$ cat src/rtl/stage_writeback.sv
`default_nettype none
// ============================================================================
// Module      : stage_writeback
// Description : Final pipeline stage. Aligns and extends load data, selects
//               load or ALU result, drives the registered register-file write
//               port, exposes forwarding taps, counts retired instructions and
//               traps misaligned loads.
// Revision    : 1.0 - initial release
// ============================================================================
module stage_writeback #(
  parameter int          INSTRET_WIDTH      = 64,
  parameter bit          TRAP_ON_MISALIGNED = 1'b1,
  parameter logic [31:0] NOP_PC             = 32'hFFFF_FFFF
) (
  input  logic                     clk_i,
  input  logic                     rst_ni,
  input  logic [31:0]              dmem_read_data_i,
  input  logic [31:0]              pc_i,
  input  logic [31:0]              ir_i,
  input  logic                     load_i,
  input  logic [1:0]               ma_size_i,
  input  logic [1:0]               ma_alignment_i,
  input  logic [4:0]               wb_addr_i,
  input  logic [31:0]              wb_data_i,
  input  logic                     wb_ready_i,
  input  logic                     wb_valid_i,
  output logic                     empty_async_o,
  output logic [4:0]               fwd_addr_async_o,
  output logic [31:0]              fwd_data_async_o,
  output logic                     fwd_valid_async_o,
  output logic [4:0]               rf_write_addr_o,
  output logic [31:0]              rf_write_data_o,
  output logic                     rf_write_enable_o,
  output logic                     retired_o,
  output logic [INSTRET_WIDTH-1:0] instret_o,
  output logic                     misaligned_o,
  output logic [31:0]              misaligned_pc_o
);

  // Access size encoding shared with the memory-access stage.
  localparam logic [1:0] MA_SIZE_B = 2'd0;
  localparam logic [1:0] MA_SIZE_H = 2'd1;
  localparam logic [1:0] MA_SIZE_W = 2'd2;

  logic [31:0] shifted;
  logic [31:0] extended;
  logic [31:0] resolved;
  logic        unsigned_ld;
  logic        misalign;
  logic        trap;
  logic        bubble;
  logic        commit;
  logic        retire;

  logic [4:0]               rf_addr_q,    rf_addr_d;
  logic [31:0]              rf_data_q,    rf_data_d;
  logic                     rf_en_q,      rf_en_d;
  logic                     retired_q,    retired_d;
  logic [INSTRET_WIDTH-1:0] instret_q,    instret_d;
  logic                     mis_q,        mis_d;
  logic [31:0]              mis_pc_q,     mis_pc_d;

  // Only the unsigned-load bit of the instruction matters here; the ready
  // flag is informational because loads are resolved in this stage anyway.
  logic unused_ok;
  assign unused_ok = ^{ir_i[31:15], ir_i[13:0], wb_ready_i};

  // Load alignment/extension, result selection and commit qualification.
  always_comb begin
    unsigned_ld = ir_i[14];
    shifted     = dmem_read_data_i >> {ma_alignment_i, 3'b000};
    case (ma_size_i)
      MA_SIZE_B: extended = {{24{~unsigned_ld & shifted[7]}}, shifted[7:0]};
      MA_SIZE_H: extended = {{16{~unsigned_ld & shifted[15]}}, shifted[15:0]};
      default:   extended = shifted;
    endcase
    resolved = load_i ? extended : wb_data_i;
    misalign = load_i &
               (((ma_size_i == MA_SIZE_H) & ma_alignment_i[0]) |
                ((ma_size_i == MA_SIZE_W) & (ma_alignment_i != 2'd0)));
    trap     = misalign & TRAP_ON_MISALIGNED;
    bubble   = (pc_i == NOP_PC);
    commit   = ~bubble & wb_valid_i & (wb_addr_i != 5'd0) & ~trap;
    retire   = ~bubble & ~trap;
  end

  // Next-state values for the write port, retire counter and trap record.
  always_comb begin
    rf_addr_d = wb_addr_i;
    rf_data_d = resolved;
    rf_en_d   = commit;
    retired_d = retire;
    instret_d = retire ? instret_q + INSTRET_WIDTH'(1) : instret_q;
    mis_d     = trap;
    mis_pc_d  = trap ? pc_i : mis_pc_q;
  end

  // State registers; reset drops any in-flight commit.
  always_ff @(posedge clk_i or negedge rst_ni) begin
    if (!rst_ni) begin
      rf_addr_q <= 5'd0;
      rf_data_q <= 32'd0;
      rf_en_q   <= 1'b0;
      retired_q <= 1'b0;
      instret_q <= '0;
      mis_q     <= 1'b0;
      mis_pc_q  <= 32'd0;
    end else begin
      rf_addr_q <= rf_addr_d;
      rf_data_q <= rf_data_d;
      rf_en_q   <= rf_en_d;
      retired_q <= retired_d;
      instret_q <= instret_d;
      mis_q     <= mis_d;
      mis_pc_q  <= mis_pc_d;
    end
  end

  assign empty_async_o     = bubble;
  assign fwd_addr_async_o  = wb_addr_i;
  assign fwd_data_async_o  = resolved;
  assign fwd_valid_async_o = commit;
  assign rf_write_addr_o   = rf_addr_q;
  assign rf_write_data_o   = rf_data_q;
  assign rf_write_enable_o = rf_en_q;
  assign retired_o         = retired_q;
  assign instret_o         = instret_q;
  assign misaligned_o      = mis_q;
  assign misaligned_pc_o   = mis_pc_q;

endmodule
`default_nettype wire
$ cat config.mk
export PLATFORM = sky130hd
export DESIGN_NAME = stage_writeback
export DESIGN_NICKNAME = d
export VERILOG_FILES = /design/src/rtl/stage_writeback.sv
export SDC_FILE = /design/constraint.sdc
export NUM_CORES = 1
export LEC_CHECK = 0
export CORE_MARGIN = 4
export CORE_UTILIZATION = 37
export CTS_CLUSTER_DIAMETER = 100
export CTS_CLUSTER_SIZE = 28
export DETAILED_ROUTE_END_ITERATION = 8
export PLACE_DENSITY = 0.77
export SYNTH_ARGS = -nofsm -noshare
export SYNTH_HDL_FRONTEND = slang
export SYNTH_SLANG_ARGS = --single-unit
$ cat constraint.sdc
create_clock -name clk_i -period 2.3 [get_ports clk_i]
set_input_delay 0.46 -clock clk_i [delete_from_list [all_inputs] [get_ports clk_i]]
set_output_delay 0.46 -clock clk_i [all_outputs]
set_load 0.005 [all_outputs]
==> run metrics, run 1 <==
share of cells above drive strength 1=0.279; LEAKAGE=0.00476 uW; global-route wire length before repair=36.2 mm; PortBufs=284; diodes inserted=0; Final Max Tran Viols=0; placed instance count=1,109; Synth area leaders=dfrtp_1 53%, xnor2_1 8.2%, mux2_2 7.2%; fin crit share=1.13; Primary FF master, synth=dfrtp_1; max_cap viols=0; Die Area=19,600 um^2; DRT antenna net count=0; Clock Sink Count=136; CP endpoint kind=output pin; sequential-to-total area share from yosys stat=0.529; placed cell areas=9970 um^2; R2R setup slack=0.24 ns; htree depth=4; crit-path leading delay family=simple AND/OR/NAND/NOR gates; Final Hold Vio Count=0; Worst VDD drop=0.491 mV; fin cells=1,182; CP cell instances=buf_8 -> mux4_2 -> and3b_2 -> a31oi_4 -> buf_4 -> and2_4 -> a21oi_2 -> buf_2; largest family of logic cells by synthesized area=simple AND/OR/NAND/NOR gates; total grt overflow=0; initial antenna violation count=0; pre-CTS setup slack=-1.02 ns; Pwr Density=667 nW/um^2; largest net degree at the start of global routing=56; CP Data Required Time=1.84 ns; slowest stage delay, CP=0.51 ns; worst slew pin tran=0.522 ns; slowest cell on the critical path=mux4_2; CP Buf/Inv Count=3; Clock Path Buffers=2; Initial Util=0.383; DR pass1 iterations=5; synthesis-to-finish area growth=70.4%; multiplexer share of the synthesized area=0.100; status=complete, but fails checks; simple-gate share of the synthesized area=0.186; DRC errors left=0; Rel. slew slack=0.652; wire length per cell=19.3 um; DP HPWL=17.0 mm; Root Driver=clkbuf_16; crit path time final=2.60 ns; vias in the first global route=6,676; Routed WL=22.8 mm; Post-Synth Adder-Cell Area=0.00194; post-synth design cell area=6440 um^2; core area=16,800 um^2; Die H=140 um; Fmax=0.385 GHz; Clock Skews=0.0116 ns; Commonest cells post-synth=136 x dfrtp_1, 60 x xnor2_1, 48 x nand4_1; RSZ-0062 raised after global routing=yes; die width=140 um; path type of the worst setup path=input pin to output pin; Crit Path Max Fanout=8; post-synthesis instance total=564; Mapped Nets=707; Post-synth EDFFs=0; Netlist cell types=47; clock-pin slew on the worst setup and hold paths=0.07 ns; yosys warns=0; DR vias=6,122; Finished Cell Area=11,000 um^2; CP Launch Type=input pin; Clock Latency Late Sink=0.42 ns; Yosys reg bits=136; post-synthesis compound-gate area fraction=0.0688; Final setup viols=24; Yosys top cell area share=0.529; row cnt=47; hold_ws=0.337 ns; failing checks=negative setup slack; ys async rst share=1.00; Detailed Route Iter0 Violations=327; final RePlAce weighted congestion=0.911; min-delay worst type=input pin to register; most frequent cell after synthesis=dfrtp_1; final worst-path setup slack=-0.296 ns; via/cell ratio=5.18; CTS tree=built; area leader, netlist=dfrtp_1; Layout Nets=1,092; synthesized area per cell=11.4 um^2; post-synthesis xor/xnor area fraction=0.0871; Inserted Clock Buffers=17; Total GRT Usage=0.233; IO Pins=317; Worst EP arrival=2.14 ns
==> what timing repair did <==
action / CTS / global route
cloned: 1 / 0
setup buffers: 33 / 7
pin swaps: 29 / 9
hold endpoints to repair: 5 / 0
resized for setup: 237 / 24
hold buffers: 1 / 0
endpoints found under the setup margin: 58 / 41
==> worst paths after layout <==
kind / depth (start not counted) / from / endpoint
max reg2reg: 8 / instret_o[0] / instret_o[32]
max in group asynchronous: 3 / rst_ni / rf_write_data_o[24]
max: 8 / ma_alignment_i[1] / fwd_data_async_o[31]
min: 2 / pc_i[18] / misaligned_pc_o[18]
min reg2reg: 1 / instret_o[63] / instret_o[63]
min in group asynchronous: 2 / rst_ni / misaligned_pc_o[26]
==> cell families after synthesis <==
group | Yosys count
AOI/OAI and AO/OA | 62
muxes | 58
buffers and inverters | 33
adders and majority gates | 1
xor gates and xnor gates | 64
and+or+nand+nor | 210
DFF | 136
==> stage by stage <==
stage | power (uW) | utilization | TNS, ns
after floorplan | 3330 | - | -0.0657
after global placement | 4470 | 0.593 | -59.30
after detailed placement | 4510 | 0.593 | -60.48
after CTS | 7370 | 0.648 | -3.40
after global routing | 7640 | 0.652 | -6.88
final | 7310 | 0.652 | -5.34
==> layout by cell type, fill, tap and decap left out, drive strengths merged, types with 16 or more instances in the layout <==
| master | count |
|---|---|
| mux2i | 16 |
| nand2 | 30 |
| buf | 143 |
| dlygate4sd2 | 29 |
| nand4 | 49 |
| mux2 | 41 |
| dfrtp | 136 |
| clkbuf | 24 |
| nand3 | 28 |
| nor2 | 41 |
| clkdlybuf4s50 | 207 |
| and3 | 23 |
| xnor2 | 60 |
| a21oi | 24 |
==> worst register-to-register path, delay by kind of cell (launching register included) <==
kind	cells	cell delay, ns
fa+ha+maj	1	0.19
simple gates	3	0.43
buf+inv	2	0.42
flops	1	0.41
xor+xnor	1	0.17
compound gates	1	0.30
==> per-layer routing <==
layer,wire length [um],GRT usage,up-vias
met5,0,0,-
met3,1690,0.0787,56
met2,11600,0.399,262
met4,816,0.0928,0
li1,-,-,2811
met1,8750,0.270,2993
==> flip-flops by register name, summed over array words and instances (netlist names) <==
signal / count
rf_write_data_o: 32
misaligned_o: 1
retired_o: 1
instret_o: 64
rf_write_addr_o: 5
rf_write_enable_o: 1
misaligned_pc_o: 32
==> where the power goes <==
group / internal, uW / total, uW / switching (uW)
Sequential: 2650 / 2830 / 175
Combinational: 1070 / 1710 / 641
Clock: 1630 / 2770 / 1150
Total: 5350 / 7310 / 1960
==> final cells by class <==
type / instances / area, um^2
sequential: 136 / 3400
fill: 1297 / 5850
timing repair buffer: 396 / 3630
clock inverter: 14 / 163
tap: 220 / 275
multi-input combinational: 395 / 3050
clock buffer: 18 / 429
inverter: 3 / 11.3
Note: power is estimated with default switching activity, not from simulation.
==> run 2, diff against run 1 <==
ABC_CLOCK_PERIOD_IN_PS = 2300   (was unset)
HOLD_SLACK_MARGIN = 0.06   (was unset)
PLACE_DENSITY = unset   (was 0.77)
PLACE_DENSITY_LB_ADDON = 0.12   (was unset)
==> run 2 against run 1 <==
Against the previous run: the run still ends with negative setup slack left; global-route usage is 0.79 points lower; utilization is 0.74 points lower; register-to-register slack hardly changed; clock power hardly changed; critical path type unchanged; critical endpoint is now fwd_data_async_o[8]; largest power group unchanged; highest routed layer unchanged.
==> run metrics, run 2 (same netlist as run 1, synthesis figures left out) <==
share of cells above drive strength 1=0.257 (was 0.279); worst slew pin tran=0.634 ns (was 0.522 ns); status=complete, but fails checks (unchanged); most frequent cells in the layout=212 x clkdlybuf4s50_1, 136 x dfrtp_1, 71 x buf_4, 59 x xnor2_1, 48 x nand4_1 (was 207 x clkdlybuf4s50_1, 136 x dfrtp_1, 91 x buf_4, 59 x xnor2_1, 48 x nand4_1); Worst VDD drop=0.503 mV (was 0.491 mV); Routed WL=22.4 mm (was 22.8 mm); R2R setup slack=0.23 ns (was 0.24 ns); vias in the first global route=6,326 (was 6,676); slowest cell on the critical path=mux4_2 (unchanged); initial antenna violation count=0 (unchanged); final worst-path setup slack=-0.218 ns (was -0.296 ns); multi-input gate area in the final layout=3090 um^2 (was 3050 um^2); failing checks=negative setup slack (unchanged); max reg flops=64 (unchanged); RR Startpoint=instret_o[0] (unchanged); CP Data Required Time=1.84 ns (about the same); FF-to-FF path depth=8 (unchanged); Final Max Tran Viols=0 (unchanged); Sequential Power Share=0.392 (was 0.387); htree depth=4 (unchanged); PortBufs=284 (unchanged); Total GRT Usage=0.226 (was 0.233); Crit Path Max Fanout=7 (was 8); Initial Util=0.383 (unchanged); die width=140 um (unchanged); DRT antenna net count=0 (unchanged); Clock Skews=0.00686 ns (was 0.0116 ns); final RePlAce weighted congestion=0.874 (was 0.911); clock power share=0.380 (was 0.379); CP endpoint kind=output pin (unchanged); Pwr Density=666 nW/um^2 (was 667 nW/um^2); global-route wire length before repair=34.8 mm (was 36.2 mm); most common cell after layout, fill and taps aside=clkdlybuf4s50_1 (unchanged); crit path time final=2.52 ns (was 2.60 ns); DRC errors left=0 (unchanged); combinational power share=0.228 (was 0.234); RSZ-0062 raised after global routing=yes (unchanged); max_cap viols=0 (unchanged); DR pass1 iterations=5 (unchanged); Layout Nets=1,067 (was 1,092); hold depth=2 (unchanged); synthesis-to-finish area growth=68.4% (was 70.4%); switching share of power=0.263 (was 0.268); slowest stage delay, CP=0.48 ns (was 0.51 ns); Die H=140 um (unchanged); largest net degree at the start of global routing=68 (was 56); DP HPWL=16.8 mm (was 17.0 mm); row cnt=47 (unchanged); total grt overflow=0 (unchanged); CTS tree=built (unchanged); Rel. slew slack=0.578 (was 0.652); CP cell instances=buf_2 -> mux4_2 -> and3b_1 -> buf_4 -> nor2b_1 -> buf_4 -> buf_6 -> o21ai_2 -> o21a_1 -> buf_2 (was buf_8 -> mux4_2 -> and3b_2 -> a31oi_4 -> buf_4 -> and2_4 -> a21oi_2 -> buf_2); register area=3400 um^2 (unchanged); path type of the worst setup path=input pin to output pin (unchanged); hold_ws=0.338 ns (was 0.337 ns); LEAKAGE=0.00462 uW (was 0.00476 uW); crit path from=dmem_read_data_i[15] (was ma_alignment_i[1]); via/cell ratio=5.16 (was 5.18); Detailed Route Iter0 Violations=286 (was 327); pre-CTS setup slack=-1.03 ns (was -1.02 ns); min-delay worst type=input pin to register (unchanged); Clock Path Buffers=2 (unchanged); HP Start=pc_i[15] (was pc_i[18]); Worst EP arrival=2.06 ns (was 2.14 ns); sw power=1900 uW (was 1960 uW); DR vias=5,973 (was 6,122); Internal=5320 uW (was 5350 uW); diodes inserted=0 (unchanged); Final Hold Vio Count=0 (unchanged); Root Driver=clkbuf_16 (unchanged); CP Launch Type=input pin (unchanged); setup TNS=-3.79 ns (was -5.34 ns); Final setup viols=25 (was 24); wire length per cell=19.3 um (about the same); Die Area=19,600 um^2 (unchanged); clock-pin slew on the worst setup and hold paths=0.06 ns (was 0.07 ns); Inserted Clock Buffers=17 (unchanged); Clock Sink Count=136 (unchanged); fillcell total=1,353 (was 1,297); fin crit share=1.09 (was 1.13); Fmax=0.397 GHz (was 0.385 GHz); core area=16,800 um^2 (unchanged); IO Pins=317 (unchanged); Clock Latency Late Sink=0.42 ns (about the same)
-- run 2: layout make-up --
cell class,instances,area share
clock buffer,19,0.0409
multi-input combinational,395,0.285
clock inverter,13,0.0134
tap,220,0.0254
inverter,3,0.00104
sequential,136,0.314
timing repair buffer,371,0.320
-- run 2: metrics by stage --
stage | instances | utilization | cell area, um^2 | power [uW]
after CTS | 1153 | 0.636 | 10700 | 7270
after global placement | 1103 | 0.590 | 9930 | 4460
after detailed placement | 1103 | 0.590 | 9930 | 4490
after global routing | 1157 | 0.644 | 10800 | 7540
after floorplan | 564 | - | 6440 | 3330
final | 1157 | 0.644 | 10800 | 7220
-- run 2: layer usage --
metal	up-vias	track usage	wire length, um
li1	2759	-	-
met1	2953	0.255	8500
met2	225	0.398	11600
met3	36	0.0787	1730
met4	0	0.0750	555
met5	-	0	0
-- run 2: path summary, 6_finish.rpt --
kind | endpoint
worst max register to register | instret_o[44]
worst max-delay path | fwd_data_async_o[8]
worst min-delay path | misaligned_pc_o[15]
max in group asynchronous | instret_o[5]
worst min register to register | instret_o[63]
min in group asynchronous | instret_o[19]
-- run 2: worst max-delay path, delay by kind of cell --
family                 cells  cell delay, ns
AO/OA/AOI/OAI              2            0.17
AND/OR/NAND/NOR            2            0.31
multiplexers               1            0.48
buffers and inverters      5            0.64
-- run 2: power groups by stage --
stage / Clock (uW) / Combinational (uW) / Sequential [uW]
finish: 2740 / 1650 / 2830
global route: 2900 / 1760 / 2870
CTS: 2800 / 1640 / 2840
floorplan: 0 / 455 / 2870
global placement: 0 / 1600 / 2860
detailed placement: 0 / 1610 / 2870
-- run 2: repair_timing --
item                       4_1_cts  5_1_grt
setup endpoints to repair       76       33
gates resized for setup        210       32
hold endpoints to repair        22        0
pin swaps                       22        9
hold buffers                     1        0
cloned                           1        1
buffers inserted                16        3
==> run 3, diff against run 2 <==
ABC_CLOCK_PERIOD_IN_PS = 2400   (was 2300)
CORE_UTILIZATION = 41   (was 37)
clock period = 2.4 ns   (was 2.3 ns; I/O delays follow)
==> run 3 against run 2 <==
Against the previous run: the flow still finishes with violations (negative setup slack); highest routed layer unchanged; cell area shrank 0.45%; worst setup slack gained 0.011 ns; first-iteration DRC count grew 20%; count of clock-buffer cells in the layout grew 2; critical path depth is the same; largest power group is now clock; clock power grew 3%; flip-flop and latch count is the same; hold slack gained 0.0068 ns; combinational power shrank 4%; global-route usage grew 2.7 points; clock skew grew 0.0023 ns.
==> run metrics, run 3 (same netlist as run 1, synthesis figures left out) <==
largest net degree at the start of global routing=54 (was 68); most common cell after layout, fill and taps aside=clkdlybuf4s50_1 (unchanged); multi-input gate area in the final layout=3080 um^2 (was 3090 um^2); row cnt=45 (was 47); global-route wire length before repair=35.1 mm (was 34.8 mm); Internal=5350 uW (was 5320 uW); vias in the first global route=6,566 (was 6,326); Worst VDD drop=0.516 mV (was 0.503 mV); htree depth=4 (unchanged); combinational power share=0.222 (was 0.228); Total GRT Usage=0.252 (was 0.226); CP Data Required Time=1.92 ns (was 1.84 ns); Clock Path Buffers=2 (unchanged); synthesis-to-finish area growth=67.7% (was 68.4%); Final setup viols=27 (was 25); RR Endpoint=instret_o[37] (was instret_o[44]); final worst-path setup slack=-0.206 ns (was -0.218 ns); fillcell total=1,126 (was 1,353); total grt overflow=0 (unchanged); pre-CTS setup slack=-1.01 ns (was -1.03 ns); via/cell ratio=5.26 (was 5.16); min-delay worst type=input pin to register (unchanged); path type of the worst setup path=input pin to output pin (unchanged); Clock Latency Late Sink=0.42 ns (about the same); Fmax=0.384 GHz; CP Launch Type=input pin (unchanged); Sequential Power Share=0.381 (was 0.392); crit path time final=2.61 ns; max_cap viols=0 (unchanged); Pwr Density=661 nW/um^2 (was 666 nW/um^2); clock-pin slew on the worst setup and hold paths=0.06 ns (about the same); Detailed Route Iter0 Violations=343 (was 286); worst slew pin tran=0.564 ns (was 0.634 ns); DRC errors left=0 (unchanged); R2R setup slack=0.31 ns (was 0.23 ns); sw power=1780 uW (was 1900 uW); GR peak layer=met2 (unchanged); switching share of power=0.250 (was 0.263); Final Max Tran Viols=0 (unchanged); Final Hold Vio Count=0 (unchanged); Inserted Clock Buffers=17 (unchanged); Die H=133 um (was 140 um); RSZ-0062 raised after global routing=yes (unchanged); final RePlAce weighted congestion=0.883 (was 0.874); RR Startpoint=instret_o[18] (was instret_o[0]); die width=133 um (was 140 um); DP HPWL=16.8 mm (about the same); Layout Nets=1,059 (was 1,067); Die Area=17,800 um^2 (was 19,600 um^2); FF-to-FF path depth=5 (was 8); Worst EP arrival=2.13 ns (was 2.06 ns); CTS tree=built (unchanged); DRT antenna net count=0 (unchanged); setup TNS=-2.97 ns (was -3.79 ns); Initial Util=0.420 (was 0.383); Clock Sink Count=136 (unchanged); DR vias=5,987 (was 5,973); IO Pins=317 (unchanged); grt met2 use=0.440 (was 0.398); status=complete, but fails checks (unchanged); Root Driver=clkbuf_16 (unchanged); LEAKAGE=0.00459 uW (was 0.00462 uW); max reg flops=64 (unchanged); HP Start=pc_i[16] (was pc_i[15]); crit path from=ma_size_i[0] (was dmem_read_data_i[15]); Crit Path Max Fanout=5 (was 7); CP Capture Point=fwd_data_async_o[15] (was fwd_data_async_o[8]); hold_ws=0.345 ns (was 0.338 ns); DR pass1 iterations=4 (was 5); met1 Resource Use GR=0.289 (was 0.255); placed cell areas=9830 um^2 (was 9930 um^2); wire length per cell=19.6 um (was 19.3 um); register area=3400 um^2 (unchanged); core area=15,300 um^2 (was 16,800 um^2); most frequent cells in the layout=217 x clkdlybuf4s50_1, 136 x dfrtp_1, 66 x buf_4, 59 x xnor2_1, 48 x nand4_1 (was 212 x clkdlybuf4s50_1, 136 x dfrtp_1, 71 x buf_4, 59 x xnor2_1, 48 x nand4_1); met3 usage=0.0816 (was 0.0787); Rel. slew slack=0.624 (was 0.578); Routed WL=22.3 mm (was 22.4 mm); initial antenna violation count=0 (unchanged); failing checks=negative setup slack (unchanged); Finished Cell Area=10,800 um^2 (about the same); Clock Skews=0.00917 ns (was 0.00686 ns); CP endpoint kind=output pin (unchanged); fin crit share=1.09; PortBufs=284 (unchanged); share of cells above drive strength 1=0.251 (was 0.257); clock power share=0.397 (was 0.380); diodes inserted=0 (unchanged)
## run 3: per-stage QoR
step | total power [uW] | instances | utilization
floorplan | 3190 | 564 | -
global placement | 4270 | 1084 | 0.642
detailed placement | 4300 | 1084 | 0.642
CTS | 7150 | 1128 | 0.691
global route | 7440 | 1139 | 0.705
finish | 7130 | 1139 | 0.705
## run 3: layer usage
layer / wire length (um) / share of wire / up-vias
met5: 0 / 0 / -
met4: 604 / 0.027 / 0
met3: 1600 / 0.072 / 42
met2: 11700 / 0.52 / 233
met1: 8460 / 0.38 / 2976
li1: - / - / 2736
## run 3: worst min-delay path by stage
stage	end	slack [ns]	cells past startpoint
global route	misaligned_pc_o[15]	0.34	2
finish	misaligned_pc_o[16]	0.35	2
floorplan	instret_o[0]	0.18	0
CTS	misaligned_pc_o[25]	0.44	2
detailed placement	instret_o[18]	0.47	1
global placement	misaligned_o	0.46	1
## run 3: power groups by stage
stage / sequential (uW) / clock [uW] / combinational [uW]
finish: 2720 / 2830 / 1580
global route: 2750 / 3000 / 1690
floorplan: 2750 / 0 / 436
CTS: 2720 / 2880 / 1550
detailed placement: 2760 / 0 / 1540
global placement: 2740 / 0 / 1520
## run 3: critical path, stage by stage
cell and delay (ns):
clkdlybuf4s50_1 0.43, nor2_2 0.13, and3b_2 0.24, buf_6 0.10
nor2b_1 0.03, buf_4 0.15, buf_4 0.14, buf_4 0.13
a21oi_2 0.15, buf_2 0.14
## run 3: area by class of cell
| type | instances | share of cell area |
|---|---|---|
| clock buffers | 21 | 0.0436 |
| clock inverters | 10 | 0.0154 |
| inverters | 3 | 0.00104 |
| multi-input cells | 395 | 0.285 |
| flip-flops and latches | 136 | 0.315 |
| well taps | 211 | 0.0245 |
| repair buffers | 363 | 0.315 |
## run 3: what timing repair did
item,in CTS,in global routing
pin swaps,21,10
hold endpoints to repair,50,0
setup endpoints to repair,38,32
gates resized for setup,200,28
hold buffers,1,0
setup buffers,13,11
